--- config.mk ---
export PLATFORM = sky130hd
export DESIGN_NAME = burst_line_master
export DESIGN_NICKNAME = d
export VERILOG_FILES = /design/src/rtl/burst_line_master.sv
export SDC_FILE = /design/constraint.sdc
export NUM_CORES = 1
export LEC_CHECK = 0
export ABC_AREA = 1
export ABC_CLOCK_PERIOD_IN_PS = 2600
export CORE_ASPECT_RATIO = 1.25
export CORE_MARGIN = 2
export CORE_UTILIZATION = 46
export CTS_BUF_LIST = sky130_fd_sc_hd__clkbuf_16
export DETAILED_ROUTE_END_ITERATION = 10
export GPL_TIMING_DRIVEN = 0
export PLACE_DENSITY = 0.82
export SLEW_MARGIN = 40
export SYNTH_ARGS = -nofsm -noshare
export SYNTH_HDL_FRONTEND = slang
export SYNTH_SLANG_ARGS = --single-unit
export TNS_END_PERCENT = 20
--- constraint.sdc ---
create_clock -name clk_i -period 2.6 [get_ports clk_i]
set_input_delay 0.52 -clock clk_i [delete_from_list [all_inputs] [get_ports clk_i]]
set_output_delay 0.52 -clock clk_i [all_outputs]
set_load 0.05 [all_outputs]
--- src/rtl/burst_line_master.sv ---
// Cache-line bus master: one fill or write-back request becomes a single
// fixed-length burst on the word-addressed memory bus, with the line buffered locally.
module burst_line_master #(
    parameter int unsigned BURST_LEN = 4,
    parameter int unsigned TIMEOUT   = 1024
) (
    input  logic                    clk_i,
    input  logic                    rst_ni,
    input  logic                    req_valid,
    output logic                    req_ready,
    input  logic                    req_write,
    input  logic [31:0]             req_addr,
    input  logic [3:0]              req_byteenable,
    input  logic [32*BURST_LEN-1:0] req_wdata,
    output logic                    rsp_valid,
    output logic                    rsp_error,
    output logic [32*BURST_LEN-1:0] rsp_rdata,
    output logic [4:0]              bus_burstcount,
    output logic [31:0]             bus_writedata,
    output logic [29:0]             bus_address,
    output logic                    bus_write,
    output logic                    bus_read,
    output logic [3:0]              bus_byteenable,
    input  logic                    s_waitrequest,
    input  logic [31:0]             s_readdata,
    input  logic                    s_readdatavalid,
    input  logic                    s_writeresponsevalid,
    input  logic [1:0]              s_response
);
    localparam int unsigned    IW        = (BURST_LEN > 1) ? $clog2(BURST_LEN) : 1;
    localparam int unsigned    WDW       = (TIMEOUT > 1) ? $clog2(TIMEOUT + 1) : 1;
    localparam logic [4:0]     LAST_BEAT = 5'(BURST_LEN - 1);
    localparam logic [4:0]     LEN       = 5'(BURST_LEN);
    localparam logic [WDW-1:0] WD_LAST   = (TIMEOUT == 0) ? '0 : WDW'(TIMEOUT - 1);

    typedef enum logic [2:0] {IDLE, RD_CMD, RD_DATA, WR_DATA, WR_WAIT, RESP} state_t;

    state_t                     state;
    logic [BURST_LEN-1:0][31:0] line;
    logic [4:0]                 beat;
    logic [4:0]                 resp_cnt;
    logic [WDW-1:0]             wd_cnt;
    logic                       err;

    logic       cmd_acc, rd_beat, wr_beat, wr_resp, progress, err_next, wd_expire;
    logic [4:0] beat_inc, resp_inc;
    logic       unused_addr_bits;

    assign bus_burstcount   = LEN;
    assign rsp_rdata        = line;
    assign unused_addr_bits = ^req_addr[1:0];

    always_comb begin
        cmd_acc   = (state == RD_CMD) && !s_waitrequest;
        rd_beat   = ((state == RD_CMD) || (state == RD_DATA)) && s_readdatavalid;
        wr_beat   = (state == WR_DATA) && bus_write && !s_waitrequest;
        wr_resp   = ((state == WR_DATA) || (state == WR_WAIT)) && s_writeresponsevalid;
        progress  = cmd_acc || rd_beat || wr_beat || wr_resp;
        err_next  = err || ((rd_beat || wr_resp) && (s_response != 2'b00));
        beat_inc  = beat + 5'd1;
        resp_inc  = wr_resp ? (resp_cnt + 5'd1) : resp_cnt;
        wd_expire = (TIMEOUT != 0) && !progress && (wd_cnt == WD_LAST);
    end

    always_ff @(posedge clk_i or negedge rst_ni) begin
        if (!rst_ni) begin
            state          <= IDLE;
            line           <= '0;
            beat           <= '0;
            resp_cnt       <= '0;
            wd_cnt         <= '0;
            err            <= 1'b0;
            req_ready      <= 1'b1;
            rsp_valid      <= 1'b0;
            rsp_error      <= 1'b0;
            bus_read       <= 1'b0;
            bus_write      <= 1'b0;
            bus_address    <= '0;
            bus_writedata  <= '0;
            bus_byteenable <= '0;
        end else begin
            if (state inside {RD_CMD, RD_DATA, WR_DATA, WR_WAIT})
                wd_cnt <= (progress || TIMEOUT == 0) ? '0 : wd_cnt + 1'b1;

            case (state)
                IDLE: begin
                    if (req_valid) begin
                        line           <= req_wdata;
                        bus_address    <= req_addr[31:2];
                        bus_byteenable <= req_byteenable;
                        beat           <= '0;
                        resp_cnt       <= '0;
                        wd_cnt         <= '0;
                        err            <= 1'b0;
                        req_ready      <= 1'b0;
                        if (req_write) begin
                            state         <= WR_DATA;
                            bus_write     <= 1'b1;
                            bus_writedata <= req_wdata[31:0];
                        end else begin
                            state    <= RD_CMD;
                            bus_read <= 1'b1;
                        end
                    end
                end
                RD_CMD, RD_DATA: begin
                    // Beats are captured even in the command-accept cycle.
                    if (rd_beat) begin
                        line[beat[IW-1:0]] <= s_readdata;
                        beat               <= beat_inc;
                    end
                    err <= err_next;
                    if (cmd_acc)
                        bus_read <= 1'b0;
                    if (rd_beat && beat == LAST_BEAT) begin
                        state     <= RESP;
                        rsp_valid <= 1'b1;
                        rsp_error <= err_next;
                        bus_read  <= 1'b0;
                    end else if (wd_expire) begin
                        state     <= RESP;
                        rsp_valid <= 1'b1;
                        rsp_error <= 1'b1;
                        bus_read  <= 1'b0;
                    end else if (cmd_acc) begin
                        state <= RD_DATA;
                    end
                end
                WR_DATA: begin
                    resp_cnt <= resp_inc;
                    err      <= err_next;
                    if (wr_beat) begin
                        beat          <= beat_inc;
                        bus_writedata <= line[beat_inc[IW-1:0]];
                        if (beat == LAST_BEAT) begin
                            bus_write <= 1'b0;
                            state     <= WR_WAIT;
                        end
                    end else if (wd_expire) begin
                        state     <= RESP;
                        rsp_valid <= 1'b1;
                        rsp_error <= 1'b1;
                        bus_write <= 1'b0;
                    end
                end
                WR_WAIT: begin
                    resp_cnt <= resp_inc;
                    err      <= err_next;
                    // Uses the post-increment count so a final response completes this cycle.
                    if (resp_inc >= LEN) begin
                        state     <= RESP;
                        rsp_valid <= 1'b1;
                        rsp_error <= err_next;
                    end else if (wd_expire) begin
                        state     <= RESP;
                        rsp_valid <= 1'b1;
                        rsp_error <= 1'b1;
                    end
                end
                RESP: begin
                    rsp_valid <= 1'b0;
                    rsp_error <= 1'b0;
                    req_ready <= 1'b1;
                    state     <= IDLE;
                end
                default: state <= IDLE;
            endcase
        end
    end
endmodule

==> results.yml <==
sta:
  setup_viol: 0
  holdWs_ps: 436.1
  finalCritPeriodShare_pct: 94.73
  rsz0062_at_grt: "no"
  period_minus_slack_ps: 2463
  max_freq_mhz: 406.0
  finalWorstSetupSlack_ps: 137.1
  hold_viol_final: 0
  skew_ps: 10.30
  slew_viol_final: 0
  setup_tns_ps: 0
  tightest_slew_ps: 801.9
  slew_headroom_pct: 46.54
floorplanning:
  die_area_sq_um: 26220
  start_util_pct: 46.80
  die_y_microns: 180.5
  fp.coreArea_sq_um: 24500
  die_x_microns: 145.2
  io_pins: 409
  rows: 64
placed_design:
  place_inst: 2181
  dp_hpwl_mm: 37.36
  dp_slack_ps: -575.6
  dpl_cell_area_sq_um: 15990
  place_congestion: 0.9534
  numPortBuffers: 401
cells_and_area:
  area_growth_pct: 46.39
  n_fill_cell: 2032
  design_area_sq_um: 16790
  nNetsFinal: 2089
  finalNonFillerCells: 2228
  drive_gt1_share_pct: 6.544
  final_core_util_pct: 68.51
global_routing:
  grt_pass1_vias: 13250
  grt_usage_pct: 37.28
  grt_max_degree: 75
  grt_overflow: 0
  grt_pass1_wl_mm: 76.61
  grt_antenna_before_repair: 3
drt:
  drtIter0Drc: 1272
  dr_total_vias: 13190
  dr.pass1.iters: 9
  drtAntennaViolNets: 0
  drt-total-wl_mm: 49.80
  drc: 0
  vias_per_cell: 5.921
  wl_per_cell_microns: 22.35
setup_path:
  reg2reg_slack_ps: 140
  crit_type: "reg -> reg"
  reg2reg_depth: 9
  arrival_ps: 2910
  timing.rr.end: "bus_writedata[25]$_DFFE_PN0P_"
  worstPathMaxFanout: 20
  crit_end: "bus_writedata[25]$_DFFE_PN0P_"
  cp-end-kind: "flop"
  startpoint: "beat[0]$_DFFE_PN0P_"
  r2r_start: "beat[0]$_DFFE_PN0P_"
  start_kind: "flop"
  cp.required_ps: 3050
hold_path:
  min-delay-path-class: "in -> async"
pwr:
  power_mw: 16.10
  power_leakage_nw: 7.497
  irDropWorstVdd_uv: 489.6
  power_density_nw_per_um2: 959.3
synthesis:
  synth.area.top_cells: "dfrtp_1 (49%), nand2_1 (13%), a31oi_1 (8.8%)"
  synth_area_sq_um: 11470
  yosys_warnings: 0
  netlist_top_cells_count: "nand2_1 (394), dfrtp_1 (223), nor2_1 (186)"
  avgSynthCellArea_sq_um: 7.941
  synth.most_common_cell: "nand2_1"
  ys_seq_area_share_pct: 48.89
  synth.distinct_cells: 41
  synth-seq-cells: 224
  ys.flop_type: "dfrtp_1"
  synthCells: 1444
  synth_top_cell_area_share_pct: 48.66
  synth_edf_count: 0
  async_flop_share_pct: 100.0
  post-synth-top-area-cell: "dfrtp_1"
clock_network:
  clock-root-buffer: "clkbuf_16"
  clk_latency_ps: 530
  post_cts.repair.setup_buffers: 0
  cts.reportedPaths.clkPinSlew_ps: 60
  h-tree-depth: 1
  clockBufferDepth: 3
  cts_sinks: 224
  cts_tree: "built"
  cts_buffers: 25
run_status:
  status: "complete, no violations"
job:
  maxCapViolCount: 0
worst min path at each step:
stage / to / cells after the start
floorplan: beat[0]$_DFFE_PN0P_ / 0
CTS: rsp_rdata[105]$_DFFE_PN0P_ / 2
global placement: bus_byteenable[3]$_DFFE_PN0P_ / 2
detailed placement: resp_cnt[2]$_DFFE_PN0P_ / 1
global route: resp_cnt[3]$_DFFE_PN0P_ / 2
finish: rsp_rdata[105]$_DFFE_PN0P_ / 2
layout by cell type, fill, tap and decap left out, types with 6 or more instances in the layout:
master	Yosys	layout
a21oi_1	75	75
a221o_1	32	32
a31oi_1	161	161
buf_1	8	7
buf_2	26	26
buf_4	18	19
clkbuf_1	65	59
clkbuf_16	0	25
clkdlybuf4s50_1	0	400
clkinv_2	2	7
dfrtp_1	223	223
ha_1	6	6
inv_1	28	33
inv_2	7	8
nand2_1	394	394
nand3_1	146	146
nand4_1	6	6
nor2_1	186	186
o21ai_0	8	8
registers in the layout (all words and copies together), names as in the netlist, 3 cells and up:
| register | count |
|---|---|
| resp_cnt | 5 |
| rsp_rdata | 128 |
| bus_writedata | 32 |
| bus_address | 30 |
| bus_byteenable | 4 |
| beat | 5 |
| state | 3 |
| wd_cnt | 11 |
layer usage:
metal  part of all wire, %  track usage, %  wire length [microns]
met5                     0               0                      0
met4                   6.8           21.88                   3386
met3                    11           8.835                   5345
met2                    48           62.48                  23910
met1                    34           43.69                  17170
timing repair:
action / CTS / global route
resized for setup: 4 / 10
endpoints found under the hold margin: 25 / 0
setup endpoints to repair: 93 / 18
hold buffers: 1 / 0
final cells by class:
class | instances | area (sq um) | area share [%]
antenna | 3 | 7.507 | 0.04472
buffer | 117 | 559.3 | 3.332
clock buffer | 25 | 625.6 | 3.727
clock inverter | 19 | 142.6 | 0.8497
inverter | 39 | 153.9 | 0.9167
multi-input combinational | 1066 | 5167 | 30.78
sequential | 224 | 5607 | 33.40
tap | 330 | 412.9 | 2.460
timing repair buffer | 405 | 4111 | 24.49
where the power goes:
group	internal (mW)	switching [mW]	total, mW
logic	2.57	4.65	7.23
clock network	1.94	1.50	3.44
registers	4.45	0.996	5.44
cells by family (layout without fill, tap and decap cells):
family	after synthesis	after routing	synth area share [%]
simple gates	760	760	27.87
xor+xnor	5	5	0.3820
other cells	2	8	0.06549
flops	224	224	48.89
fa+ha+maj	6	6	0.6546
compound gates	290	290	16.00
buf+inv	157	605	6.143
worst max-delay path, cell delays in order, from the launching register on:
cell	delay, ps
dfrtp_1	420
inv_1	130
buf_4	290
ha_1	270
clkbuf_1	200
inv_2	180
clkbuf_2	300
a21oi_1	110
a221o_1	340
a31oi_1	130
Note: power is estimated with default switching activity, not from simulation.
